$ cat src/rtl/subtractor_pkg.sv
// Shared bit-level helpers for the subtractor: per-bit difference/borrow
// equations and the two's-complement overflow rule used by the optional flags.
package subtractor_pkg;

    function automatic logic diff_bit(input logic x, input logic y, input logic bi);
        return x ^ y ^ bi;
    endfunction

    // Borrow out of a bit: y beats x outright, or x==y and a borrow ripples through.
    function automatic logic borrow_bit(input logic x, input logic y, input logic bi);
        return (~x & y) | (~(x ^ y) & bi);
    endfunction

    function automatic logic signed_ovf(input logic a_msb, input logic b_msb,
                                        input logic d_msb);
        return (a_msb != b_msb) && (d_msb != a_msb);
    endfunction

endpackage

$ cat src/rtl/subtractor_full_subtractor.sv
// One-bit full subtractor cell: d = x - y - bi, with borrow-out bo.
module full_subtractor
    import subtractor_pkg::*;
(
    input  logic x,
    input  logic y,
    input  logic bi,
    output logic d,
    output logic bo
);

    assign d  = diff_bit(x, y, bi);
    assign bo = borrow_bit(x, y, bi);

endmodule

$ cat src/rtl/subtractor.sv
// Registered WIDTH-bit ripple subtractor (a - b - bin) with borrow-out.
// Define SUBTRACTOR_FLAGS_EN to register the zero and signed-overflow flags.
module subtractor
    import subtractor_pkg::*;
#(
    parameter int WIDTH = 4
) (
    input  logic             clk,
    input  logic             rst,
    input  logic             in_valid,
    input  logic [WIDTH-1:0] a,
    input  logic [WIDTH-1:0] b,
    input  logic             bin,
    output logic             out_valid,
    output logic [WIDTH-1:0] diff,
    output logic             bout,
    output logic             zero,
    output logic             ovf
);

    logic [WIDTH:0]   borrow;
    logic [WIDTH-1:0] diff_next;

    assign borrow[0] = bin;

    // Borrow chain runs LSB to MSB; the final borrow is the block's bout.
    for (genvar i = 0; i < WIDTH; i++) begin : g_cell
        full_subtractor u_cell (
            .x  (a[i]),
            .y  (b[i]),
            .bi (borrow[i]),
            .d  (diff_next[i]),
            .bo (borrow[i+1])
        );
    end

    always_ff @(posedge clk) begin
        if (rst) begin
            out_valid <= 1'b0;
            diff      <= '0;
            bout      <= 1'b0;
        end else begin
            out_valid <= in_valid;
            if (in_valid) begin
                diff <= diff_next;
                bout <= borrow[WIDTH];
            end
        end
    end

`ifdef SUBTRACTOR_FLAGS_EN
    logic zero_next;
    logic ovf_next;

    assign zero_next = (diff_next == '0);
    assign ovf_next  = signed_ovf(a[WIDTH-1], b[WIDTH-1], diff_next[WIDTH-1]);

    // Flags follow the same capture/hold rules as diff.
    always_ff @(posedge clk) begin
        if (rst) begin
            zero <= 1'b0;
            ovf  <= 1'b0;
        end else if (in_valid) begin
            zero <= zero_next;
            ovf  <= ovf_next;
        end
    end
`else
    assign zero = 1'b0;
    assign ovf  = 1'b0;
`endif

endmodule

$ cat config.mk
export PLATFORM = sky130hd
export DESIGN_NAME = subtractor
export DESIGN_NICKNAME = d
export VERILOG_FILES = /design/src/rtl/subtractor_pkg.sv /design/src/rtl/subtractor_full_subtractor.sv /design/src/rtl/subtractor.sv
export SDC_FILE = /design/constraint.sdc
export NUM_CORES = 1
export LEC_CHECK = 0
export CELL_PAD_IN_SITES_DETAIL_PLACEMENT = 1
export CELL_PAD_IN_SITES_GLOBAL_PLACEMENT = 1
export CORE_MARGIN = 1.5
export CORE_UTILIZATION = 24
export CTS_CLUSTER_DIAMETER = 40
export DETAILED_ROUTE_END_ITERATION = 6
export PLACE_DENSITY_LB_ADDON = 0.1
export SETUP_SLACK_MARGIN = 0.3
export SYNTH_ARGS = -nofsm -noshare
export SYNTH_HDL_FRONTEND = slang
export SYNTH_SLANG_ARGS = --single-unit
$ cat constraint.sdc
create_clock -name clk -period 2.8 [get_ports clk]
set_input_delay 0.56 -clock clk [delete_from_list [all_inputs] [get_ports clk]]
set_output_delay 0.56 -clock clk [all_outputs]
set_load 0.01 [all_outputs]
# After elaboration in Yosys (flattened, before gate mapping)

Cells that the tools add are included.

Flip-flop bits (word level): 6
Bits in latches: 0
Memory bits (writable): 0
ROM bits: 0
Input bits: 12
Output and inout bits: 8
Word-level logic and storage cells: 31
Memories: 0

Add/subtract/negate cells: 0
Multiply operators: 0
Divide/modulo/power cells: 0
Magnitude comparators: 0
Equality and inequality tests: 0
Shift operators: 0
Mux-type cells: 0
Bitwise operators: 28
Reductions and logical operators: 0

Operators by type and width:

| kind          | count |
|---|---|
| $and A1 B1 Y1 | 8 |
| $not A1 Y1    | 8 |
| $xor A1 B1 Y1 | 8 |
| $or A1 B1 Y1  | 4 |

# Longest topological paths before layout

Gate-level depths: netlist (run 1).

Depth in word-level cells: 10
Depth in mapped cells: 9
Depth with buffers taken out: 9

# Hierarchy

A second synthesis (run 1) with hierarchy kept.

Cells, all modules: 37
Area total of the unflattened synthesis: 350.3 um^2

Modules (own cells, without submodules):

| module          | instances | cells an instance | area an instance (um^2) | seq. area each (um^2) |
|---|---|---|---|---|
| subtractor      | 1         | 21                | 225.2                   | 120.1 |
| full_subtractor | 4         | 4                 | 31.3                    | 0.0 |

# Least setup slack after synthesis (run 1)

Ideal clock, no wire load.

Kind: input port to flip-flop
From: in b[0]
To: reg diff[3]
Library setup time: 0.114 ns
Data arrival time: 2.164 ns
Required time: 2.686 ns
Slack: 0.522 ns
Stages on the path: 9
Path buffers: 0
Cell sequence: inv_1 -> fa_1 -> inv_1 -> fa_1 -> fa_1 -> inv_1 -> fa_1 -> mux2i_1 -> nor2_1

Longest elaborated chain between the ends: 9
Elaborated cells between the ends (all ways): 10
Classes of those cells: bitwise (10)

Ends and longest elaborated chain:

| element                | RTL line                        | source |
|---|---|---|
| start: declaration     | subtractor.sv:12                | `input logic [WIDTH-1:0] b,` |
| $xor A1 B1 Y1          | subtractor_pkg.sv:11            | `return (~x & y) \| (~(x ^ y) & bi);` |
| $not A1 Y1             | subtractor_pkg.sv:11            |  |
| $and A1 B1 Y1          | subtractor_pkg.sv:11            |  |
| $or A1 B1 Y1 *         | subtractor_pkg.sv:11            |  |
| $and A1 B1 Y1 *        | subtractor_pkg.sv:11            |  |
| $or A1 B1 Y1 *         | subtractor_pkg.sv:11            |  |
| $and A1 B1 Y1 *        | subtractor_pkg.sv:11            |  |
| $or A1 B1 Y1 *         | subtractor_pkg.sv:11            |  |
| $xor A1 B1 Y1 *        | subtractor_pkg.sv:6             | `return x ^ y ^ bi;` |
| via g_cell[3].u_cell.d | subtractor_full_subtractor.sv:8 | `output logic d,` |
| end signal: assignment | subtractor.sv:45                | `diff <= diff_next;` |
| end: declaration       | subtractor.sv:15                | `output logic [WIDTH-1:0] diff,` |

The timed path passes the listed nets; every way through them passes the cells marked *.
A chain may end at the register's enable or synchronous reset.

# Final worst setup path (run 1)

From: in a[1]
To: reg diff[3]

Longest elaborated chain between the ends: 7
Elaborated cells between the ends (all ways): 9
Classes of those cells: bitwise (9)

Ends and longest elaborated chain:

| element                | RTL line                        | source |
|---|---|---|
| start: declaration     | subtractor.sv:11                | `input logic [WIDTH-1:0] a,` |
| $xor A1 B1 Y1          | subtractor_pkg.sv:11            |  |
| $not A1 Y1             | subtractor_pkg.sv:11            |  |
| $and A1 B1 Y1          | subtractor_pkg.sv:11            |  |
| $or A1 B1 Y1 *         | subtractor_pkg.sv:11            |  |
| $and A1 B1 Y1 *        | subtractor_pkg.sv:11            |  |
| $or A1 B1 Y1 *         | subtractor_pkg.sv:11            |  |
| $xor A1 B1 Y1 *        | subtractor_pkg.sv:6             |  |
| via g_cell[3].u_cell.d | subtractor_full_subtractor.sv:8 |  |

Marks and branches as above.

==> results.sh, run 1 <==
export IMPL_max_cap_violations=0
export IMPL_first_global_vias=236
export IMPL_synth_top_cell_by_area="dfxtp_1"
export IMPL_synth_enable_flop_cells=0
export IMPL_h_tree_depth=1
export IMPL_worst_slack_ns=0.4642
export IMPL_synthArstFlopShare=0
export IMPL_grt_first_pass_wirelength_um=945
export IMPL_syn_area_sq_um=324.1
export IMPL_total_power_mw=0.2382
export IMPL_cts_setup_buffers=0
export IMPL_grtUsageTotal=0.09574
export IMPL_end_kind="flip-flop"
export IMPL_pwr_dens_nw_per_um2=451.1
export IMPL_synth_yosys_seq_area_share=0.3707
export IMPL_chipWidth_um=39.75
export IMPL_avgViaCountPerCell=4.077
export IMPL_status="complete, no violations"
export IMPL_layout_drive_gt1_share=0.2000
export IMPL_area_growth_from_synthesis_to_layout_pct=62.93
export IMPL_post_cts_hold_buffer_count=0
export IMPL_die_height_um=39.75
export IMPL_detailed_place_area_sq_um=490.5
export IMPL_detail_route_drc_violations=0
export IMPL_worstHoldPathType="reg -> reg"
export IMPL_skew_ns=0
export IMPL_netlist_cell_type_count=10
export IMPL_maximum_number_of_pins_on_one_net_before_global_route_repair=10
export IMPL_clock_pin_slew_worst_setup_and_hold_paths_ns=0.04
export IMPL_start_kind="input port"
export IMPL_final_antenna_net_count=0
export IMPL_final_area_sq_um=528.0
export IMPL_ioPinCount=20
export IMPL_post_dp_hpwl_um=530.2
export IMPL_finalHoldViolCount=0
export IMPL_critical_path_required_ns=2.92
export IMPL_tritoncts_num_sinks=6
export IMPL_grt_remaining_overflow=0
export IMPL_fmax_mhz=428.1
export IMPL_maxSlewViolCount=0
export IMPL_syn_instance_count=32
export IMPL_master_cell_of_the_clock_root_buffer="clkbuf_4"
export IMPL_drt_iter0_markers=2
export IMPL_finalWeightedCongestion=0.5936
export IMPL_clk_path_buf_depth=2
export IMPL_drt_wl_total_um=621
export IMPL_detailroute_via_count=265
export IMPL_antenna_cells=0
export IMPL_setup_violations_final=0
export IMPL_starting_density=0.2522
export IMPL_post_synth_cell_area_avg_sq_um=10.13
export IMPL_leakage_nw=0.2476
export IMPL_dieArea_sq_um=1580
export IMPL_ys_dominant_reg_cell="dfxtp_1"
export IMPL_synth_most_common_cell="inv_1"
export IMPL_path_class="in -> reg"
export IMPL_synth_area_top_cells="dfxtp_1 (37%), fa_1 (25%), inv_1 (8.1%), a211oi_1 (6.9%), mux2i_1 (6.2%)"
export IMPL_cts_inserted_buffers=3
export IMPL_firstDrtPassIters=3
export IMPL_synth_top_cell_area_share=0.3707
export IMPL_pre_cts_ws_ns=-0.04522
export IMPL_yosys_top_cells_count="inv_1 (7), dfxtp_1 (6), nor2_1 (5), fa_1 (4), a211oi_1 (3)"
export IMPL_avgRoutedWirePerCell_um=9.554
export IMPL_synth_ff_latch_count=6
export IMPL_ys_warn_count=0
export IMPL_r2r_slack_ns=2.19
export IMPL_critPathArrivalTime_ns=2.46
export IMPL_ir_drop_uv=132.9
export IMPL_design_core_area_sq_um=1285
export IMPL_io_buffers=17
export IMPL_final_net_count=68
export IMPL_cp_max_fo=1
export IMPL_cts_tree="yes"
export IMPL_final_period_minus_worst_setup_slack_ns=2.336
export IMPL_insertion_delay_ns=0.23
export IMPL_post_route_period_util=0.8342
export IMPL_initial_antenna_violation_count=0
export IMPL_grt_setup_unrepaired="no"
export IMPL_floorplan_rows=13
[layout make-up]
type	count	area (sq um)
fillers	151	757.0
repair buffers	17	177.7
multi-input cells	17	162.7
flip-flops and latches	6	120.1
inverters	7	26.28
clock buffers	3	22.52
well taps	15	18.77
[layer usage]
layer	part of all wire	up-vias	wire, um	track usage
li1	-	129	-	-
met1	0.37	122	228	0.1172
met2	0.56	14	345	0.1434
met3	0.076	0	47	0
met4	0	0	0	0.1034
met5	0	-	0	0
[report_power, final]
part	internal (mW)	total, mW	switching [mW]
combinational	0.0388	0.0650	0.0262
sequential	0.0935	0.0970	0.00354
clock	0.0483	0.0762	0.0279
[registers in the layout, indices dropped and copies added, names as in the netlist]
signal,flops
diff,4
bout,1
out_valid,1
[worst max-delay path, stage by stage]
cell	delay [ns]
clkdlybuf4s50_1	0.45
inv_1	0.05
fa_2	0.35
fa_2	0.39
inv_2	0.06
fa_1	0.40
mux2i_1	0.14
nor2_1	0.06
[path summary, 6_finish.rpt]
| check | startpoint | to | cells past startpoint |
|---|---|---|---|
| max | a[1] | diff[3] | 8 |
| min | bout | bout | 2 |
| max reg2reg | diff[1] | diff[1] | 2 |
| min reg2reg | bout | bout | 2 |
[placed cells by master, fill, tap and decap left out]
| cell type | n |
|---|---|
| mux2i_1 | 2 |
| dlymetal6s2s_1 | 3 |
| inv_2 | 4 |
| clkdlybuf4s50_1 | 14 |
| nor2b_1 | 1 |
| fa_2 | 3 |
| dfxtp_1 | 6 |
| inv_1 | 3 |
| conb_1 | 2 |
| a211oi_1 | 3 |
| clkbuf_4 | 3 |
| nor2_1 | 5 |
| fa_1 | 1 |
[metrics by stage]
stage	util	instances	TNS [ns]	hold slack [ns]
finish	0.4109	65	0	0.4740
global route	0.4109	65	0	0.4950
CTS	0.4031	65	0	0.4784
detailed placement	0.3817	62	-0.04522	0.4727
global placement	0.3817	62	0	0.4681
floorplan	-	33	0	0.4958
[what timing repair did]
| action | 4_1_cts | 5_1_grt |
|---|---|---|
| hold endpoints to repair | 0 | 0 |
| gates resized for setup | 2 | 8 |
| pin swaps | 0 | 5 |
| setup endpoints to repair | 1 | 1 |
[cell families (layout without fill, tap and decap cells)]
kind of cell               after synthesis  after routing  share of synthesized area
AOI/OAI and AO/OA                        3              3                    0.06949
adders and majority gates                4              4                     0.2471
buffers and inverters                   10             27                     0.1622
DFF                                      6              6                     0.3707
muxes                                    2              2                    0.06178
other                                    1              2                    0.01157
and+or+nand+nor                          6              6                    0.07724
(Power assumes the default switching activity.)
==> run 2: changes to the inputs <==
--- a/config.mk
+++ b/config.mk
@@ -8,7 +8,7 @@
 export CELL_PAD_IN_SITES_DETAIL_PLACEMENT = 1
 export CELL_PAD_IN_SITES_GLOBAL_PLACEMENT = 1
 export CORE_MARGIN = 1.5
-export CORE_UTILIZATION = 24
+export CORE_UTILIZATION = 21
 export CTS_CLUSTER_DIAMETER = 40
 export DETAILED_ROUTE_END_ITERATION = 6
 export PLACE_DENSITY_LB_ADDON = 0.1
==> constraint.sdc (replaced) <==
create_clock -name clk -period 2.1 [get_ports clk]
set_input_delay 0.42 -clock clk [delete_from_list [all_inputs] [get_ports clk]]
set_output_delay 0.42 -clock clk [all_outputs]
set_load 0.01 [all_outputs]
==> results.sh, run 2 (synthesized netlist as in run 1, its figures left out) <==
export IMPL_status="complete, no violations"
export IMPL_setup_violations_final=0
export IMPL_grt_remaining_overflow=0
export IMPL_critical_path_top_delay_family="adder cells"
export IMPL_worstHoldPathType="reg -> reg"
export IMPL_largest_register_ff_count=4
export IMPL_layout_filler_cells=170
export IMPL_grt_setup_unrepaired="yes"
export IMPL_post_cts_hold_buffer_count=0
export IMPL_grtUsageTotal=0.09840
export IMPL_top_regs="diff: 4 flops, bout: 1 flops, out_valid: 1 flops"
export IMPL_grt_first_pass_wirelength_um=1200
export IMPL_detail_route_drc_violations=0
export IMPL_critPathMostFrequentCell="fa_2"
export IMPL_clock_pin_slew_worst_setup_and_hold_paths_ns=0.04
export IMPL_path_class="in -> reg"
export IMPL_cp_max_fo=1
export IMPL_master_cell_of_the_clock_root_buffer="clkbuf_4"
export IMPL_starting_density=0.2372
export IMPL_io_buffers=17
export IMPL_avgRoutedWirePerCell_um=10.57
export IMPL_leakage_nw=0.2279
export IMPL_critPathArrivalTime_ns=2.13
export IMPL_final_net_count=68
export IMPL_ioPinCount=20
export IMPL_detailroute_via_count=267
export IMPL_r2r_slack_ns=1.48
export IMPL_antenna_cells=0
export IMPL_dieArea_sq_um=1788
export IMPL_initial_antenna_violation_count=0
export IMPL_post_dp_hpwl_um=617.5
export IMPL_worst_hold_path_num_cells=2
export IMPL_chipWidth_um=42.28
export IMPL_final_cell_mix="clkdlybuf4s50_1 (12), dfxtp_1 (6), nor2_1 (5)"
export IMPL_clk_path_buf_depth=2
export IMPL_firstDrtPassIters=2
export IMPL_die_height_um=42.28
export IMPL_critical_path_required_ns=2.22
export IMPL_drt_wl_total_um=687
export IMPL_layout_drive_gt1_share=0.2600
export IMPL_crit_path_cell_count=10
export IMPL_cts_inserted_buffers=3
export IMPL_post_route_period_util=0.9558
export IMPL_area_growth_from_synthesis_to_layout_pct=60.62
export IMPL_skew_ns=0
export IMPL_tritoncts_num_sinks=6
export IMPL_h_tree_depth=1
export IMPL_timing_critical_path_cells="buf_6 > inv_4 > fa_2 > inv_2 > fa_2 > fa_2 > inv_2 > fa_1 > mux2i_1 > nor2_1"
export IMPL_max_stage_delay_ns=0.41
export IMPL_fmax_mhz=498.2
export IMPL_maximum_number_of_pins_on_one_net_before_global_route_repair=10
export IMPL_avgViaCountPerCell=4.108
export IMPL_max_cap_violations=0
export IMPL_cts_setup_buffers=0
export IMPL_setup_total_negative_slack_ns=0
export IMPL_area_of_combinational_cells_with_multiple_inputs_sq_um=162.7
export IMPL_design_core_area_sq_um=1366
export IMPL_slowest_cell_on_the_critical_path="fa_1"
export IMPL_worst_r2r_path_depth=2
export IMPL_final_period_minus_worst_setup_slack_ns=2.007
export IMPL_final_antenna_net_count=0
export IMPL_pre_cts_ws_ns=-0.5554
export IMPL_cts_tree="yes"
export IMPL_pwr_dens_nw_per_um2=607.3
export IMPL_finish_utilization=0.3810
export IMPL_drt_iter0_markers=2
export IMPL_post_place_cells=62
export IMPL_registers_top_by_ff_count="diff"
export IMPL_ir_drop_uv=207.7
export IMPL_seq_area_sq_um=120.1
export IMPL_finalWeightedCongestion=0.6315
export IMPL_mostFrequentLayoutCell="clkdlybuf4s50_1"
export IMPL_insertion_delay_ns=0.23
export IMPL_finalHoldViolCount=0
export IMPL_maxSlewViolCount=0
export IMPL_worst_slack_ns=0.09286
export IMPL_first_global_vias=270
export IMPL_total_power_mw=0.3161
export IMPL_start_kind="input port"
export IMPL_total_buffers_and_inverters_traversed_by_the_critical_path=4
export IMPL_final_cells=65
export IMPL_end_kind="flip-flop"
export IMPL_floorplan_rows=13
run 2: report_power, final:
part / switching [mW] / total [mW] / internal, mW
Sequential: 0.00503 / 0.130 / 0.125
Combinational: 0.0359 / 0.0860 / 0.0501
Clock: 0.0361 / 0.100 / 0.0643
run 2: layout make-up:
cell class / count / area share
Tap cell: 15 / 0.03606
Multi-Input combinational cell: 17 / 0.3125
Inverter: 7 / 0.06010
Timing Repair Buffer: 17 / 0.3173
Clock buffer: 3 / 0.04327
Sequential cell: 6 / 0.2308
run 2: repair_timing:
action	CTS	global route
pin swaps	5	5
resized for setup	22	1
setup endpoints to repair	4	2
gates cloned	0	0
run 2: worst paths after layout:
path / to / start
hold / removal: bout / bout
setup / recovery: diff[3] / b[0]
setup reg to reg: diff[1] / diff[1]
hold reg to reg: bout / bout
run 2: through the flow:
step / hold slack, ns / cell area, sq um
6_report: 0.4773 / 520.5
5_1_grt: 0.5101 / 520.5
4_1_cts: 0.4787 / 518.0
3_5_place_dp: 0.4731 / 495.5
3_3_place_gp: 0.4654 / 495.5
2_1_floorplan: 0.4916 / 332.8
run 2: worst register-to-register path, cell delays in order (launching register included):
cell and delay, ns:
dfxtp_1 0.32, nor2_1 0.04, a211oi_1 0.17
run 2: routing by layer:
metal	vias to the layer above	wire length [um]	track usage
met4	0	19	0.1125
met5	-	0	0
li1	127	-	-
met2	13	377	0.1477
met1	125	241	0.09974
met3	2	48	0.03017
